===== src/rtl/mem_port_arbiter.sv =====
// mem_port_arbiter
//   Shares one single-port memory between the instruction-fetch port (if_*)
//   and the load/store port (d_*). The winning request is registered onto
//   the m_* port and held until m_ready, or until a bounded wait expires,
//   at which point the requester is acked with zero data and err pulses.
//   A halt request, sampled only while idle, parks the arbiter until reset.
//
// Ports
//   clk, rst          clock, asynchronous active-high reset
//   if_req/addr       fetch request (held until if_ack)
//   if_rdata/ack      fetched word, one-cycle completion pulse
//   d_req/we/be/addr/wdata   load/store request (held until d_ack)
//   d_rdata/ack       load data, one-cycle completion pulse
//   m_req/we/be/addr/wdata   registered memory request
//   m_rdata/ready     memory read data, access completes this cycle
//   hlt               core halt request
//   err               pulses with the ack of a timed-out access
//   busy, halted      status: access in flight / parked
//
// Configuration
//   ARB_RR_EN  defined: round-robin between the two sides (last_owner bit,
//              reset to fetch). Undefined: fixed data-over-fetch priority.
module mem_port_arbiter #(
  parameter int ADDR_W      = 32,
  parameter int DATA_W      = 32,
  parameter int TIMEOUT_CYC = 64
) (
  input  logic                clk,
  input  logic                rst,
  input  logic                if_req,
  input  logic [ADDR_W-1:0]   if_addr,
  output logic [DATA_W-1:0]   if_rdata,
  output logic                if_ack,
  input  logic                d_req,
  input  logic                d_we,
  input  logic [DATA_W/8-1:0] d_be,
  input  logic [ADDR_W-1:0]   d_addr,
  input  logic [DATA_W-1:0]   d_wdata,
  output logic [DATA_W-1:0]   d_rdata,
  output logic                d_ack,
  output logic                m_req,
  output logic                m_we,
  output logic [DATA_W/8-1:0] m_be,
  output logic [ADDR_W-1:0]   m_addr,
  output logic [DATA_W-1:0]   m_wdata,
  input  logic [DATA_W-1:0]   m_rdata,
  input  logic                m_ready,
  input  logic                hlt,
  output logic                err,
  output logic                busy,
  output logic                halted
);
  localparam int              BE_W     = DATA_W / 8;
  localparam logic [7:0]      CNT_LAST = 8'(TIMEOUT_CYC - 1);
  localparam logic [BE_W-1:0] BE_ALL   = '1;

  typedef enum logic [1:0] {S_IDLE, S_IF_WAIT, S_D_WAIT, S_HALTED} state_t;

  state_t            r_state, w_next;
  logic [7:0]        r_cnt;
  logic              r_m_req, r_m_we;
  logic [BE_W-1:0]   r_m_be;
  logic [ADDR_W-1:0] r_m_addr;
  logic [DATA_W-1:0] r_m_wdata, r_if_rdata, r_d_rdata;
  logic              r_if_ack, r_d_ack, r_err;

  logic w_arb, w_d_elig, w_if_elig, w_grant_d, w_grant_if;
  logic w_zero_st, w_timeout, w_done;

  // A side whose ack is high this cycle is not eligible, which inserts one
  // dead cycle between back-to-back transactions from the same side.
  assign w_arb     = (r_state == S_IDLE) & ~hlt;
  assign w_d_elig  = d_req & ~r_d_ack;
  assign w_if_elig = if_req & ~r_if_ack;
  assign w_zero_st = d_we & (d_be == '0);
  assign w_timeout = (r_cnt == CNT_LAST) & ~m_ready;
  assign w_done    = m_ready | w_timeout;

`ifdef ARB_RR_EN
  logic r_last_d;  // 1: data side was served most recently

  assign w_grant_d = w_arb & w_d_elig & (~w_if_elig | ~r_last_d);

  always_ff @(posedge clk or posedge rst) begin
    if (rst)             r_last_d <= 1'b0;
    else if (w_grant_d)  r_last_d <= 1'b1;
    else if (w_grant_if) r_last_d <= 1'b0;
  end
`else
  assign w_grant_d = w_arb & w_d_elig;
`endif

  assign w_grant_if = w_arb & w_if_elig & ~w_grant_d;

  // State register
  always_ff @(posedge clk or posedge rst) begin
    if (rst) r_state <= S_IDLE;
    else     r_state <= w_next;
  end

  // Next-state logic
  always_comb begin
    w_next = r_state;
    case (r_state)
      S_IDLE: begin
        if (hlt)                          w_next = S_HALTED;
        else if (w_grant_d && !w_zero_st) w_next = S_D_WAIT;
        else if (w_grant_if)              w_next = S_IF_WAIT;
      end
      S_IF_WAIT, S_D_WAIT: if (w_done) w_next = S_IDLE;
      default: w_next = S_HALTED;
    endcase
  end

  // Status outputs
  always_comb begin
    busy   = (r_state == S_IF_WAIT) || (r_state == S_D_WAIT);
    halted = (r_state == S_HALTED);
  end

  // Memory port, read data, ack/err pulses and wait counter
  always_ff @(posedge clk or posedge rst) begin
    if (rst) begin
      r_cnt      <= '0;
      r_m_req    <= 1'b0;
      r_m_we     <= 1'b0;
      r_m_be     <= '0;
      r_m_addr   <= '0;
      r_m_wdata  <= '0;
      r_if_rdata <= '0;
      r_d_rdata  <= '0;
      r_if_ack   <= 1'b0;
      r_d_ack    <= 1'b0;
      r_err      <= 1'b0;
    end else begin
      r_if_ack <= 1'b0;
      r_d_ack  <= 1'b0;
      r_err    <= 1'b0;
      case (r_state)
        S_IDLE: begin
          r_cnt <= '0;
          if (w_grant_d) begin
            // A store with no lanes enabled completes without a memory access.
            if (w_zero_st) begin
              r_d_ack <= 1'b1;
            end else begin
              r_m_req   <= 1'b1;
              r_m_we    <= d_we;
              r_m_be    <= d_be;
              r_m_addr  <= d_addr;
              r_m_wdata <= d_wdata;
            end
          end else if (w_grant_if) begin
            r_m_req  <= 1'b1;
            r_m_we   <= 1'b0;
            r_m_be   <= BE_ALL;
            r_m_addr <= if_addr;
          end
        end
        S_IF_WAIT, S_D_WAIT: begin
          if (w_done) begin
            // Completion wins over timeout if ready arrives on the last cycle.
            r_m_req <= 1'b0;
            r_cnt   <= '0;
            r_err   <= ~m_ready;
            if (r_state == S_IF_WAIT) begin
              r_if_ack   <= 1'b1;
              r_if_rdata <= m_ready ? m_rdata : '0;
            end else begin
              r_d_ack   <= 1'b1;
              r_d_rdata <= m_ready ? m_rdata : '0;
            end
          end else begin
            r_cnt <= r_cnt + 8'd1;
          end
        end
        default: ;
      endcase
    end
  end

  assign m_req    = r_m_req;
  assign m_we     = r_m_we;
  assign m_be     = r_m_be;
  assign m_addr   = r_m_addr;
  assign m_wdata  = r_m_wdata;
  assign if_rdata = r_if_rdata;
  assign if_ack   = r_if_ack;
  assign d_rdata  = r_d_rdata;
  assign d_ack    = r_d_ack;
  assign err      = r_err;

endmodule


===== config.mk =====
export PLATFORM = sky130hd
export DESIGN_NAME = mem_port_arbiter
export DESIGN_NICKNAME = d
export VERILOG_FILES = /design/src/rtl/mem_port_arbiter.sv
export SDC_FILE = /design/constraint.sdc
export NUM_CORES = 1
export LEC_CHECK = 0
export CAP_MARGIN = 20
export CELL_PAD_IN_SITES_DETAIL_PLACEMENT = 1
export CELL_PAD_IN_SITES_GLOBAL_PLACEMENT = 1
export CORE_MARGIN = 5
export CORE_UTILIZATION = 29
export CTS_CLUSTER_SIZE = 40
export DETAILED_ROUTE_END_ITERATION = 10
export GPL_TIMING_DRIVEN = 0
export PLACE_DENSITY_LB_ADDON = 0.1
export SETUP_SLACK_MARGIN = 0.3
export SLEW_MARGIN = 10
export SYNTH_ARGS = -nofsm -noshare
export SYNTH_HDL_FRONTEND = slang
export SYNTH_SLANG_ARGS = --single-unit

===== constraint.sdc =====
create_clock -name clk -period 4.9 [get_ports clk]
set_input_delay 0.735 -clock clk [delete_from_list [all_inputs] [get_ports clk]]
set_output_delay 0.735 -clock clk [all_outputs]
set_load 0.03 [all_outputs]

==> results.md <==
- The run finished with clean final reports.
- The final hold violation count is 0.
- The largest delay contributor family on the critical path is buffers and inverters.
- The commonest cells after synthesis are dfrtp_1, mux2_2, nor2_1.
- The startpoint-to-endpoint class of the critical path is register to output pin.
- The first TritonRoute pass finished after 4 iterations.
- The worst register-to-register path begins at r_state[0].
- The worst reg-to-reg setup slack is between 2 and 3 ns.
- The via count of the first global-routing pass is ~5500.
- The number of I/O pins is ~280.
- The transition at the pin with the smallest max-transition slack is ~0.83 ns.
- The number of levels the H-tree was split into is 4.
- TritonCTS created 17 clock buffers.
- Counting instances, the worst hold path has a depth of 1.
- The number of endpoints failing setup at the final stage is 0.
- Synthesis produced a netlist whose cell count is around 470.
- The count of input and output buffers is approximately 280.
- Clock-pin slew was measured on the worst setup and hold paths at about 0.060 ns.
- The post-synthesis net count is 617.
- Of the cells placed in the final design, the portion with a size suffix greater than 1 is 0.1858.
- For the finished layout, the period the worst path requires is between 2 and 3 ns.
- In the post-synthesis netlist, the biggest area contributors are dfrtp_1, mux2_2, mux2i_1, and2_1, a21oi_1.
- Power spread over the standard cell area amounts to approximately 670 nW/µm².
- The finished layout holds between 1000 and 1500 standard cells, fillers aside.
- In this run, synthesis produced a sequential element count of ~150.
- Across every metal layer, demand over resource in global routing totals 0.1605.
- The core region is between 20000 and 25000 µm².
- The kind of path behind the tightest hold check is register to register.
- In this run, synthesis inferred 0 flip-flops with an integrated enable.
- The number of distinct standard cells referenced by the synthesized netlist is 38.
- The worst setup path is launched from a register.
- The tool flagged a number of max-cap violations equal to 0.
- The period utilization is 0.5792.
- For this block, the initial DRC count from the detailed router was 103.
- The clock tree skew after final layout is between 0.01 and 0.015 ns.
- The aggregate global routing overflow is 0.
- The wire length reported by the detailed router is 19.57 mm.
- The post-CTS repair timing setup buffer count is 0.
- The per-instance average area after synthesis is 13.21 µm².
- The total chip power is ~6.7 mW.
- The analysis attributes to cell leakage a power of 4.166 nW.
- For this block, the via count after detailed routing is ~5000.
- From bottom edge to top edge, the die measures around 160 µm.
- The slowest stage cell on the critical path is clkdlybuf4s50_1.
- Summing all placed instances gives a cell area of between 9000 and 10000 µm².
- Of the post-synthesis cell area, the dominant cell type holds 0.5889.
- The number of buffers and inverters on the critical path is 2.
- The final antenna diode count is 0.
- Including well taps, the total number of placed cells is 1029.
- Post-CTS repair changed the size of 0 cells.
- The root buffer cell chosen for the clock tree is clkbuf_16.
- The number of nets still failing antenna checks after routing is 0.
- In this run the most critical hold path is launched from m_be[2].
- The required arrival time at the worst endpoint is around 4.2 ns.
- The first global-routing pass estimated around 31 mm of wire.
- The clock tree from TritonCTS is built.
- The destination of the worst hold path is m_be[2].
- The largest total area in the synthesized netlist belongs to dfrtp_1.
- Dividing the detail-routed wire length by the instance count gives 18.45 µm.
- The final instance area is 10040 µm².
- The share of the Yosys chip area taken by registers is 0.5889.
- The number of antenna violations at the first check in global routing is 0.
- The worst stage delay on the critical path is 0.78 ns.
- The most common cell in the synthesized netlist is dfrtp_1.
- Setup repair after global routing left no endpoint under its margin.
- Dividing the detail-routed via count by the number of cells gives 4.585.
- The worst pin sits at a relative slew slack of 0.4488.
- Routability-driven placement finished with a final weighted congestion of between 0.7 and 0.8.
- The endpoint class of the critical path is an output pin.
- Setup total negative slack on the finished layout was measured at 0 ns.
- Buffers inserted to repair hold after CTS numbered 0.
- In this run the core area contains 53 standard-cell rows.
- In the synthesized netlist the dominant register cell turns out to be dfrtp_1.
- The initial utilization of the core area, before any placement, comes to 0.2962.
- The number of sinks driven by the clock tree is roughly 150.
- The number of cells traversed by the worst register-to-register path is 7.
- The top achievable clock speed is between 300 and 400 MHz.
- The worst slack at placement is about 2.1 ns.
- Counting flops with an async set or reset pin after synthesis yields a share of 1.000.
- The pin count of the biggest net entering global routing is 34.
- The data arrival at the endpoint of the critical path is roughly 2.1 ns.
- In this run the worst path has a maximum fanout of 8.
- For the worst-skew pair, the clock arrives at the later sink with an insertion delay of 0.41 ns.
- Relative to the synthesized area, the layout overhead comes to 60.72%.
- Detailed placement finished with a half-perimeter wire length of about 15 mm.
- The number of nets in the layout is 917.
- Traced cell by cell, the critical path runs through inv_1, ha_1, clkdlybuf4s50_1.
- During synthesis, Yosys emitted a total of 0 warnings.
- Across the VDD grid, the largest voltage drop is around 0.27 mV.
- The buffer levels on the longest clock path is 2.
- The x dimension of the die is between 150 and 200 µm.
- The netlist area before placement is around 6200 µm².
- The worst path meets setup with 2.062 ns of slack.
- After detailed routing, the number of remaining DRC violations is 0.
- The number of max-slew violations in the final report is 0.
- The area of the die is between 20000 and 25000 µm².
- The worst flop-to-flop path endpoint is m_wdata[2].
[how the worst max path moves through the flow]
stage,from,endpoint,cells after the start
finish,r_state[0],busy,3
global route,r_state[0],busy,3
CTS,r_state[0],busy,3
detailed placement,hlt,m_wdata[4],6
global placement,rst,m_addr[15],2
floorplan,rst,d_ack,1
[sequential cells by signal (all words and copies together) (netlist names), 2 cells and up]
register and count:
m_addr 32, m_be 4, if_rdata 32, r_cnt 8, d_rdata 32, r_state 2, m_wdata 32
[routing by layer]
metal	vias up	GRT usage	wire [µm]
li1	2249	-	-
met3	23	0.06610	1897
met5	-	0	0
met4	0	0.04959	385
met1	2409	0.1888	7835
met2	184	0.2686	9455
[layout make-up]
cell class	instances	area (µm²)
clock inverters	13	151.4
inverters	6	26.28
fillers	2220	11050
clock buffers	19	432.9
flip-flops and latches	147	3679
repair buffers	281	2860
plain buffers	25	141.4
well taps	275	344.1
multi-input cells	295	2404
[layout by cell type, fill, tap and decap left out, types with 2 or more instances in the layout]
| cell type | n |
|---|---|
| nor2_2 | 2 |
| o22a_1 | 4 |
| buf_12 | 3 |
| nor2b_1 | 2 |
| clkinv_4 | 3 |
| bufinv_16 | 2 |
| xor2_1 | 5 |
| inv_6 | 4 |
| clkbuf_1 | 12 |
| nand3_1 | 6 |
| nand2_1 | 6 |
| dfrtp_1 | 147 |
| xnor2_1 | 2 |
| a32o_1 | 2 |
| o21ai_0 | 3 |
| clkbuf_16 | 17 |
| nor4bb_1 | 2 |
| a21oi_1 | 35 |
| nor2_1 | 42 |
| clkinvlp_4 | 5 |
| inv_1 | 5 |
| and2_1 | 32 |
| buf_2 | 8 |
| nand2b_1 | 5 |
| mux2i_1 | 32 |
| buf_6 | 3 |
| mux2_2 | 88 |
| mux2_1 | 8 |
| clkdlybuf4s50_1 | 277 |
| ha_1 | 5 |
| buf_4 | 4 |
[logic make-up (layout without fill, tap and decap cells)]
logic type | after synthesis | in the layout | share of synthesized area
AO/OA/AOI/OAI | 49 | 49 | 0.04828
XOR/XNOR | 7 | 7 | 0.009816
adder cells (fa/ha/maj) | 5 | 5 | 0.01002
buffers and inverters | 31 | 344 | 0.02624
flip-flops | 147 | 147 | 0.5889
multiplexers | 128 | 128 | 0.2244
AND/OR/NAND/NOR | 106 | 106 | 0.09235
[report_power, final]
part           total (mW)  switching (mW)  internal, mW
combinational        3.40            1.87          1.53
clock                1.30           0.536         0.759
sequential           2.01           0.276          1.73
[per-stage QoR]
step | hold WS, ns | utilization
floorplan | 0.4717 | -
detailed placement | 0.4763 | 0.4483
global route | 0.5101 | 0.4760
finish | 0.4865 | 0.4760
global placement | 0.4713 | 0.4442
CTS | 0.4901 | 0.4760
No activity file was read; power rests on OpenSTA's default activity.
